[src/rtl/stream_frame_arbiter.sv]
`default_nettype none
// ============================================================================
//  Module   : stream_frame_arbiter
//  Function : Frame-granular round-robin arbiter feeding one stencil-stream
//             consumer from two producers. Locks the grant for a full frame,
//             regenerates tlast from the image/stencil extents, flags
//             producers whose own tlast disagrees, and sequences a run of
//             NUM_FRAMES frames per start_in pulse.
//  Revision : 1.0  initial release
// ============================================================================
module stream_frame_arbiter #(
  parameter int IMG_EXTENT_0 = 256,
  parameter int IMG_EXTENT_1 = 256,
  parameter int IMG_EXTENT_2 = 1,
  parameter int IMG_EXTENT_3 = 1,
  parameter int ST_EXTENT_0  = 1,
  parameter int ST_EXTENT_1  = 1,
  parameter int ST_EXTENT_2  = 1,
  parameter int ST_EXTENT_3  = 1,
  parameter int DATA_SIZE    = 8,
  parameter int NUM_FRAMES   = 4,
  localparam int BEATS = (IMG_EXTENT_0 / ST_EXTENT_0) * (IMG_EXTENT_1 / ST_EXTENT_1) *
                         (IMG_EXTENT_2 / ST_EXTENT_2) * (IMG_EXTENT_3 / ST_EXTENT_3),
  localparam int W     = DATA_SIZE * ST_EXTENT_0 * ST_EXTENT_1 * ST_EXTENT_2 * ST_EXTENT_3
) (
  input  logic         clk,
  input  logic         reset,
  input  logic         start_in,
  input  logic [W-1:0] s0_tdata,
  input  logic         s0_tvalid,
  input  logic         s0_tlast,
  output logic         s0_tready,
  input  logic [W-1:0] s1_tdata,
  input  logic         s1_tvalid,
  input  logic         s1_tlast,
  output logic         s1_tready,
  output logic [W-1:0] m_tdata,
  output logic         m_tvalid,
  output logic         m_tlast,
  input  logic         m_tready,
  output logic         grant_id,
  output logic         frame_done,
  output logic [1:0]   err_tlast,
  output logic         busy,
  output logic         stop_out
);

  localparam int BW = $clog2(BEATS + 1);
  localparam logic [BW-1:0] C_LAST_BEAT  = BW'(BEATS - 1);
  localparam logic [15:0]   C_LAST_FRAME = 16'(NUM_FRAMES - 1);

  typedef enum logic [1:0] {
    IDLE_OFF = 2'd0,
    ARB      = 2'd1,
    GRANT    = 2'd2
  } state_t;

  state_t        r_state;
  state_t        w_next_state;
  logic          r_grant;
  logic          r_last_served;
  logic [BW-1:0] r_beat_cnt;
  logic [15:0]   r_frame_cnt;
  logic [1:0]    r_err_tlast;
  logic          r_busy;
  logic          r_stop;

  logic [W-1:0]  w_sg_tdata;
  logic          w_sg_tvalid;
  logic          w_sg_tlast;
  logic          w_beat_is_last;
  logic          w_last_frame;
  logic          w_pick;
  logic          w_hs;
  logic          w_final;

  // Select the granted producer's stream and precompute frame-position flags
  always_comb begin
    w_sg_tdata     = r_grant ? s1_tdata  : s0_tdata;
    w_sg_tvalid    = r_grant ? s1_tvalid : s0_tvalid;
    w_sg_tlast     = r_grant ? s1_tlast  : s0_tlast;
    w_beat_is_last = (r_beat_cnt == C_LAST_BEAT);
    w_last_frame   = (r_frame_cnt == C_LAST_FRAME);
    // A tie goes to whichever producer was not served last
    w_pick         = (s0_tvalid & s1_tvalid) ? ~r_last_served : s1_tvalid;
  end

  // Next-state logic plus the zero-latency granted datapath
  always_comb begin
    w_next_state = r_state;
    m_tvalid     = 1'b0;
    m_tdata      = '0;
    m_tlast      = 1'b0;
    s0_tready    = 1'b0;
    s1_tready    = 1'b0;
    w_hs         = 1'b0;
    w_final      = 1'b0;
    case (r_state)
      IDLE_OFF: begin
        if (start_in) w_next_state = ARB;
      end
      ARB: begin
        if (s0_tvalid | s1_tvalid) w_next_state = GRANT;
      end
      GRANT: begin
        m_tvalid  = w_sg_tvalid;
        m_tdata   = w_sg_tdata;
        m_tlast   = w_beat_is_last;
        s0_tready = ~r_grant & m_tready;
        s1_tready =  r_grant & m_tready;
        w_hs      = w_sg_tvalid & m_tready;
        w_final   = w_hs & w_beat_is_last;
        if (w_final) w_next_state = w_last_frame ? IDLE_OFF : ARB;
      end
      default: w_next_state = IDLE_OFF;
    endcase
  end

  // State register
  always_ff @(posedge clk) begin
    if (reset) r_state <= IDLE_OFF;
    else       r_state <= w_next_state;
  end

  // Grant, beat/frame counters, tlast-error flags and run sequencing
  always_ff @(posedge clk) begin
    if (reset) begin
      r_grant       <= 1'b0;
      r_last_served <= 1'b1;  // makes producer 0 win the first tie
      r_beat_cnt    <= '0;
      r_frame_cnt   <= '0;
      r_err_tlast   <= 2'b00;
      r_busy        <= 1'b0;
      r_stop        <= 1'b0;
    end else begin
      if (r_state == IDLE_OFF && start_in) begin
        r_frame_cnt <= '0;
        r_stop      <= 1'b0;
        r_busy      <= 1'b1;
      end
      if (r_state == ARB && (s0_tvalid | s1_tvalid)) begin
        r_grant <= w_pick;
      end
      if (w_hs) begin
        r_beat_cnt <= r_beat_cnt + BW'(1);
        if (w_sg_tlast != m_tlast) r_err_tlast[r_grant] <= 1'b1;
      end
      if (w_final) begin
        r_beat_cnt    <= '0;
        r_frame_cnt   <= r_frame_cnt + 16'd1;
        r_last_served <= r_grant;
        if (w_last_frame) begin
          r_busy <= 1'b0;
          r_stop <= 1'b1;
        end
      end
    end
  end

  assign grant_id   = r_grant;
  assign frame_done = w_final;
  assign err_tlast  = r_err_tlast;
  assign busy       = r_busy;
  assign stop_out   = r_stop;

endmodule
`default_nettype wire

[config.mk]
export PLATFORM = sky130hd
export DESIGN_NAME = stream_frame_arbiter
export DESIGN_NICKNAME = d
export VERILOG_FILES = /design/src/rtl/stream_frame_arbiter.sv
export SDC_FILE = /design/constraint.sdc
export NUM_CORES = 1
export LEC_CHECK = 0
export ABC_AREA = 1
export ABC_CLOCK_PERIOD_IN_PS = 2900
export CELL_PAD_IN_SITES_DETAIL_PLACEMENT = 1
export CELL_PAD_IN_SITES_GLOBAL_PLACEMENT = 2
export CORE_MARGIN = 2
export CORE_UTILIZATION = 28
export DETAILED_ROUTE_END_ITERATION = 10
export GPL_TIMING_DRIVEN = 1
export PLACE_DENSITY_LB_ADDON = 0.2
export SLEW_MARGIN = 20
export SYNTH_ARGS = -nofsm -noshare
export SYNTH_HDL_FRONTEND = slang
export SYNTH_SLANG_ARGS = --single-unit
[constraint.sdc]
create_clock -name clk -period 2.9 [get_ports clk]
set_clock_uncertainty 0.2 [all_clocks]
set_input_delay 0.29 -clock clk [delete_from_list [all_inputs] [get_ports clk]]
set_output_delay 0.29 -clock clk [all_outputs]
set_load 0.05 [all_outputs]
==> results of run 1 <==
[routing by layer]
| metal | part of all wire [%] | vias to the layer above |
|---|---|---|
| li1 | - | 1307 |
| met1 | 51 | 1227 |
| met2 | 46 | 48 |
| met3 | 2.9 | 4 |
| met4 | 0.75 | 0 |
| met5 | 0 | - |
[power breakdown]
part           switching, mW  leakage, nW  total (mW)  internal, mW
Sequential           0.00536        0.331       0.575         0.569
Clock                  0.212       0.0450       0.379         0.167
Combinational          0.117        0.690       0.187        0.0700
[path summary, 6_finish.rpt]
kind / startpoint / endpoint / slack (ns) / cells after the start
setup / recovery: r_beat_cnt[0] / frame_done / 0.23 / 10
hold / removal: err_tlast[1] / err_tlast[1] / 0.26 / 2
setup reg to reg: r_beat_cnt[0] / r_frame_cnt[2] / 0.56 / 12
hold reg to reg: err_tlast[1] / err_tlast[1] / 0.26 / 2
[state kept, by name, indices dropped and copies added, names as in the netlist]
signal,flops
r_beat_cnt,17
r_frame_cnt,16
err_tlast,2
r_state,2
busy,1
grant_id,1
r_last_served,1
stop_out,1
[cells in the final DEF, fill, tap and decap left out, drive strengths merged, types with 13 or more instances in the layout]
cell | netlist | final
nand3 | 29 | 29
nand4 | 13 | 13
nand2 | 107 | 107
nor2 | 56 | 56
inv | 48 | 47
a21oi | 37 | 37
clkdlybuf4s50 | 0 | 39
dfxtp | 41 | 41
o21ai | 17 | 17
[stage by stage]
stage / hold WS [ns] / cells / power [mW] / setup WS (ns)
global placement: 0.242 / 520 / 0.776 / 0.474
floorplan: 0.245 / 379 / 0.697 / 0.301
detailed placement: 0.251 / 520 / 0.779 / 0.357
CTS: 0.265 / 528 / 1.16 / 0.0238
finish: 0.258 / 528 / 1.14 / 0.228
global route: 0.288 / 528 / 1.20 / 0.0200
[kinds of logic (layout without fill, tap and decap cells)]
family / Yosys count / in the layout
AOI/OAI and AO/OA: 59 / 59
adders and majority gates: 3 / 3
xor gates and xnor gates: 2 / 2
buffers and inverters: 57 / 101
DFF: 41 / 41
and+or+nand+nor: 217 / 217
[layout make-up]
cell class,instances,area share (%)
Clock buffer,6,2.38
Multi-Input combinational cell,281,44.6
Clock inverter,2,0.329
Timing Repair Buffer,45,15.1
Inverter,48,6.33
Tap cell,105,4.32
Sequential cell,41,27.0
[worst min-delay path, stage by stage (launching register included)]
cell	delay [ns]
dfxtp_1	0.32
inv_1	0.05
a21oi_1	0.05
[what timing repair did]
action	in CTS	in global routing
setup endpoints to repair	0	1
endpoints found under the hold margin	0	0
resized for setup	0	4
buffers inserted	0	0
==> results.ini, run 1 <==
[grt]
gr-usage-met3_pct = 3.11
use_met2_pct = 25.7
grt_antenna_before_repair = 0
grt_pass1_vias = 2558
grt_pass1_wl_um = 12500
busiest_layer = met2
grt_overflow = 0
grt_start_max_net_pins = 20
grt_usage_pct = 16.0
grtUsageMet1_pct = 22.2

[drt]
drtIter0Drc = 71
wire_per_inst_um = 13.9
avgViaCountPerCell = 4.90
wirelength_um = 7330
first_pass_iters = 4
ant_nets = 0
via_count = 2586
drc = 0

[logic_synthesis]
synth_area_mm2 = 0.00241
yosys.area_share.simple_pct = 40.0
synth_xor_area_share_pct = 0.728
synth_most_common_cell = nand2_1
synth_mux_area_share_pct = 0
synthAdderAreaFrac_pct = 1.56
async_reset_ff_share_pct = 0
syn_inst = 379
synth_top_family_by_area = simple AND/OR/NAND/NOR gates
yosys.cell_types.count = 36
synth_area_per_cell_um2 = 6.35
synth_compound_area_share_pct = 14.0
synth-seq-area-share_pct = 34.1
syn-num-nets = 406
synth-edff-count = 0
yosysWarningCount = 0
synth_commonest_cells = nand2_1, nor2_1, inv_1
synth-seq-cells = 41
synth.area.top_cells = dfxtp_1, nand2_1, nor2_1
synth-main-ff-cell = dfxtp_1
yosys.area.top_type = dfxtp_1
synth_top_cell_area_share_pct = 34.1

[critical_path]
worstPathCellList = ha_1 > nand3_1 > nor2_2 > and3_1 > ha_1 > nand2_1 > inv_1 > nand3_4 > clkinv_8 > buf_12
crit_path_frequent_cell = ha_1
slowest_stage = dfxtp_1
max_stage_delay_ns = 0.38
cp_top_family = simple AND/OR/NAND/NOR gates
crit_arrival_ns = 2.18
cp.required_ns = 2.41
critical_path.max_fanout = 19
end_kind = output pin
start_kind = register
cp_num_buf_inv = 3
critical_path_class = reg2out

[place]
gp_congestion = 0.848
port_buffers = 41
dp_hpwl_um = 5750
placed_cell_area_mm2 = 0.00295

[power_and_ir_drop]
peakVddDrop_uv = 196
p_leak_nw = 1.07
powerDensity_mw_per_mm2 = 375

[cells_and_area]
diodes = 0
multi_input_area_mm2 = 0.00136
area_growth_pct = 26.5
fin_util_pct = 36.9
fill_cells = 1096
regArea_um2 = 821
final_cell_area_mm2 = 0.00304
nets = 449
drive_gt1_share_pct = 8.51

[worst_hold_path]
hold_path.class = reg2reg

[clocking]
cts_tree = yes
clk-insertion-delay-late_ns = 0.30
path_clk_slew_ns = 0.08
htreeDepth = 2
hold_buffers = 0
cts_root_buffer = clkbuf_8
cts_sinks = 41
cts.path.max_buffers = 2
cts_buffers = 5

[timing]
final_hold_viol_count = 0
post-route-min-period_ns = 2.67
rsz0062_at_grt = false
finalCritPeriodShare_pct = 92.1
slew_viol_final = 0
tightest_slew_ns = 0.530
tns_ns = 0
max_freq_mhz = 374
setup_viol = 0
max-slew-margin-rel_pct = 64.7

[outcome]
status = complete, no violations

[floorplan]
initial_core_util_pct = 29.2
ios = 42
die_x_um = 96.7
fp.coreArea_mm2 = 0.00826
die_area_mm2 = 0.00935
die-height_um = 96.7
row_count = 33

[flow_run]
cap_viol_max_count = 0

(Power assumes the default switching activity.)
==> run 2: changes to the inputs <==
--- a/config.mk
+++ b/config.mk
@@ -6,11 +6,11 @@
 export NUM_CORES = 1
 export LEC_CHECK = 0
 export ABC_AREA = 1
-export ABC_CLOCK_PERIOD_IN_PS = 2900
+export ABC_CLOCK_PERIOD_IN_PS = 2300
 export CELL_PAD_IN_SITES_DETAIL_PLACEMENT = 1
 export CELL_PAD_IN_SITES_GLOBAL_PLACEMENT = 2
 export CORE_MARGIN = 2
-export CORE_UTILIZATION = 28
+export CORE_UTILIZATION = 25
 export DETAILED_ROUTE_END_ITERATION = 10
 export GPL_TIMING_DRIVEN = 1
 export PLACE_DENSITY_LB_ADDON = 0.2
==> constraint.sdc (replaced) <==
create_clock -name clk -period 2.3 [get_ports clk]
set_clock_uncertainty 0.2 [all_clocks]
set_input_delay 0.23 -clock clk [delete_from_list [all_inputs] [get_ports clk]]
set_output_delay 0.23 -clock clk [all_outputs]
set_load 0.05 [all_outputs]
==> results.ini, run 2 (synthesis results as in run 1) <==
[critical_path]
start_kind = register
slowest_stage = dfxtp_4
cp_top_family = simple AND/OR/NAND/NOR gates
r2r-end = r_frame_cnt[9]
crit_arrival_ns = 1.77  ; -0.41 ns
cp_num_buf_inv = 3  ; unchanged
max_stage_delay_ns = 0.37  ; about the same
rrSetupSlack_ns = 0.19  ; -0.37 ns
reg2reg_depth = 13  ; +1
rr_startpoint = r_beat_cnt[1]
critical_path.max_fanout = 3  ; -16
critical_path_class = reg2out
cp.required_ns = 1.87  ; -0.54 ns
crit_start = r_beat_cnt[1]
worstPathCellList = ha_4 > nand3_4 > nor2_4 > and3_4 > ha_4 > nand2_4 > inv_2 > nand3_4 > inv_8 > buf_12
end_kind = output pin

[drt]
drc = 0  ; unchanged
wire_per_inst_um = 13.9  ; +0.31%
wirelength_um = 7910  ; +7.9%
avgViaCountPerCell = 4.61  ; -5.9%
ant_nets = 0  ; unchanged
via_count = 2617  ; +1.2%
first_pass_iters = 4  ; unchanged
drtIter0Drc = 49  ; -31%

[place]
dp_hpwl_um = 6030  ; +4.9%
placed_cell_area_mm2 = 0.00322  ; +9.2%
port_buffers = 41  ; unchanged
post-place-cells = 557  ; +7.1%
gp_congestion = 0.806  ; -4.9%

[timing]
max_freq_mhz = 454
slew_viol_final = 0  ; unchanged
final_hold_viol_count = 0  ; unchanged
tightest_slew_ns = 0.501  ; -0.0286 ns
setup_viol = 0  ; unchanged
max-slew-margin-rel_pct = 66.5  ; +1.8 points
tns_ns = 0  ; unchanged
post-route-min-period_ns = 2.20
rsz0062_at_grt = true
finalCritPeriodShare_pct = 95.8

[floorplan]
ios = 42  ; unchanged
initial_core_util_pct = 25.9  ; -3.2 points
row_count = 35  ; +6.1%
die_x_um = 102  ; +5.6%
die-height_um = 102  ; +5.6%
die_area_mm2 = 0.0104  ; +11%
fp.coreArea_mm2 = 0.00928  ; +12%

[cells_and_area]
diodes = 0  ; unchanged
largest_reg_flops = 17  ; unchanged
drive_gt1_share_pct = 19.6  ; +11 points
final_cell_area_mm2 = 0.00341  ; +12%
final_common_cell = nand2_1
final_cell_mix = nand2_1, nor2_1, inv_1, dfxtp_1, clkdlybuf4s50_1
fin_util_pct = 36.8  ; -0.11 points
top_regs = r_beat_cnt: 17 flops, r_frame_cnt: 16 flops
regMostFlops = r_beat_cnt
nets = 467  ; +4.0%
area_growth_pct = 41.7
final_cell_count_no_fill = 568  ; +7.6%

[power_and_ir_drop]
total_power_mw = 1.47  ; +28%
p_sw_mw = 0.430  ; +29%
p_int_mw = 1.03  ; +28%
powerDensity_mw_per_mm2 = 429  ; +15%
comb_power_share_pct = 19.1  ; +2.7 points
p_leak_nw = 1.21  ; +13%
swShare_pct = 29.4  ; +0.073 points
pwr-share-seq_pct = 49.5  ; -0.9 points
peakVddDrop_uv = 233  ; +19%
pwr-share-clk_pct = 31.4  ; -1.8 points

[clocking]
cts_buffers = 5  ; unchanged
hold_buffers = 0  ; unchanged
cts_root_buffer = clkbuf_8
cts.path.max_buffers = 2  ; unchanged
htreeDepth = 2  ; unchanged
path_clk_slew_ns = 0.08  ; about the same
clk-insertion-delay-late_ns = 0.29  ; about the same
cts_sinks = 41  ; unchanged
cts_tree = yes

[grt]
grt_usage_pct = 15.9  ; -0.15 points
grt_pass1_vias = 2694  ; +5.3%
grt_antenna_before_repair = 0  ; unchanged
grt_pass1_wl_um = 13000  ; +3.7%
grt_start_max_net_pins = 13  ; -35%
grt_overflow = 0  ; unchanged

[worst_hold_path]
hold_path.class = reg2reg
hold_end = err_tlast[1]
hold_path.startpoint = err_tlast[1]
hold_depth = 2  ; unchanged

[outcome]
status = complete, no violations

[flow_run]
cap_viol_max_count = 0  ; unchanged

[run 2: changes by cell type in the layout (fill, tap and decap cells not counted), moves of 3 or more]
| cell | previous run | this run |
|---|---|---|
| clkdlybuf4s50_1 | 39 | 27 |
| a21oi_2 | 7 | 15 |
| dfxtp_1 | 41 | 38 |
| a21oi_1 | 30 | 22 |
| buf_4 | 4 | 23 |
| buf_12 | 2 | 13 |
[run 2: worst min-delay path: stages, from the launching register on]
cell     delay, ns
dfxtp_1       0.32
inv_1         0.05
a21oi_1       0.05
[run 2: repair_timing]
| item | in CTS | in global routing |
|---|---|---|
| endpoints found under the setup margin | 4 | 33 |
| pin swaps | 2 | 4 |
| gates resized for setup | 11 | 11 |
| buffers inserted | 5 | 0 |
[run 2: how the worst max path moves through the flow]
stage                                 to  slack (ns)  cells past startpoint
final                         frame_done         0.1                     10
after global placement    r_frame_cnt[9]        0.14                     12
after floorplan           r_frame_cnt[4]        0.13                     12
after detailed placement  r_frame_cnt[9]       -0.07                     12
after global routing          frame_done      -0.007                     10
after CTS                     frame_done        0.01                      9
[run 2: power by group through the flow]
stage	registers, mW	clock network, mW	logic (mW)
global placement	0.742	0	0.277
detailed placement	0.743	0	0.280
global route	0.726	0.514	0.303
floorplan	0.753	0	0.133
finish	0.725	0.460	0.280
CTS	0.726	0.481	0.284
[run 2: final cells by class]
type                            count  area (um^2)
Clock buffer                        5         68.8
Multi-Input combinational cell    281         1460
Fill cell                        1184         5870
Tap cell                          129          161
Clock inverter                      1         5.00
Inverter                           48          188
Timing Repair Buffer               63          703
Sequential cell                    41          827
[run 2: metal layers]
layer	part of all wire [%]	track usage [%]	wire, um	vias up
met2	45	27.3	3550	54
met4	0.94	3.90	74	0
met1	50	20.7	3980	1216
li1	-	-	-	1341
met5	0	0	0	-
met3	3.8	2.74	303	6
[run 2: per-stage QoR]
stage / setup WS [ns] / hold WS, ns
4_1_cts: 0.00958 / 0.265
3_5_place_dp: -0.0722 / 0.252
6_report: 0.0971 / 0.263
2_1_floorplan: 0.126 / 0.194
5_1_grt: -0.00688 / 0.295
3_3_place_gp: 0.136 / 0.242
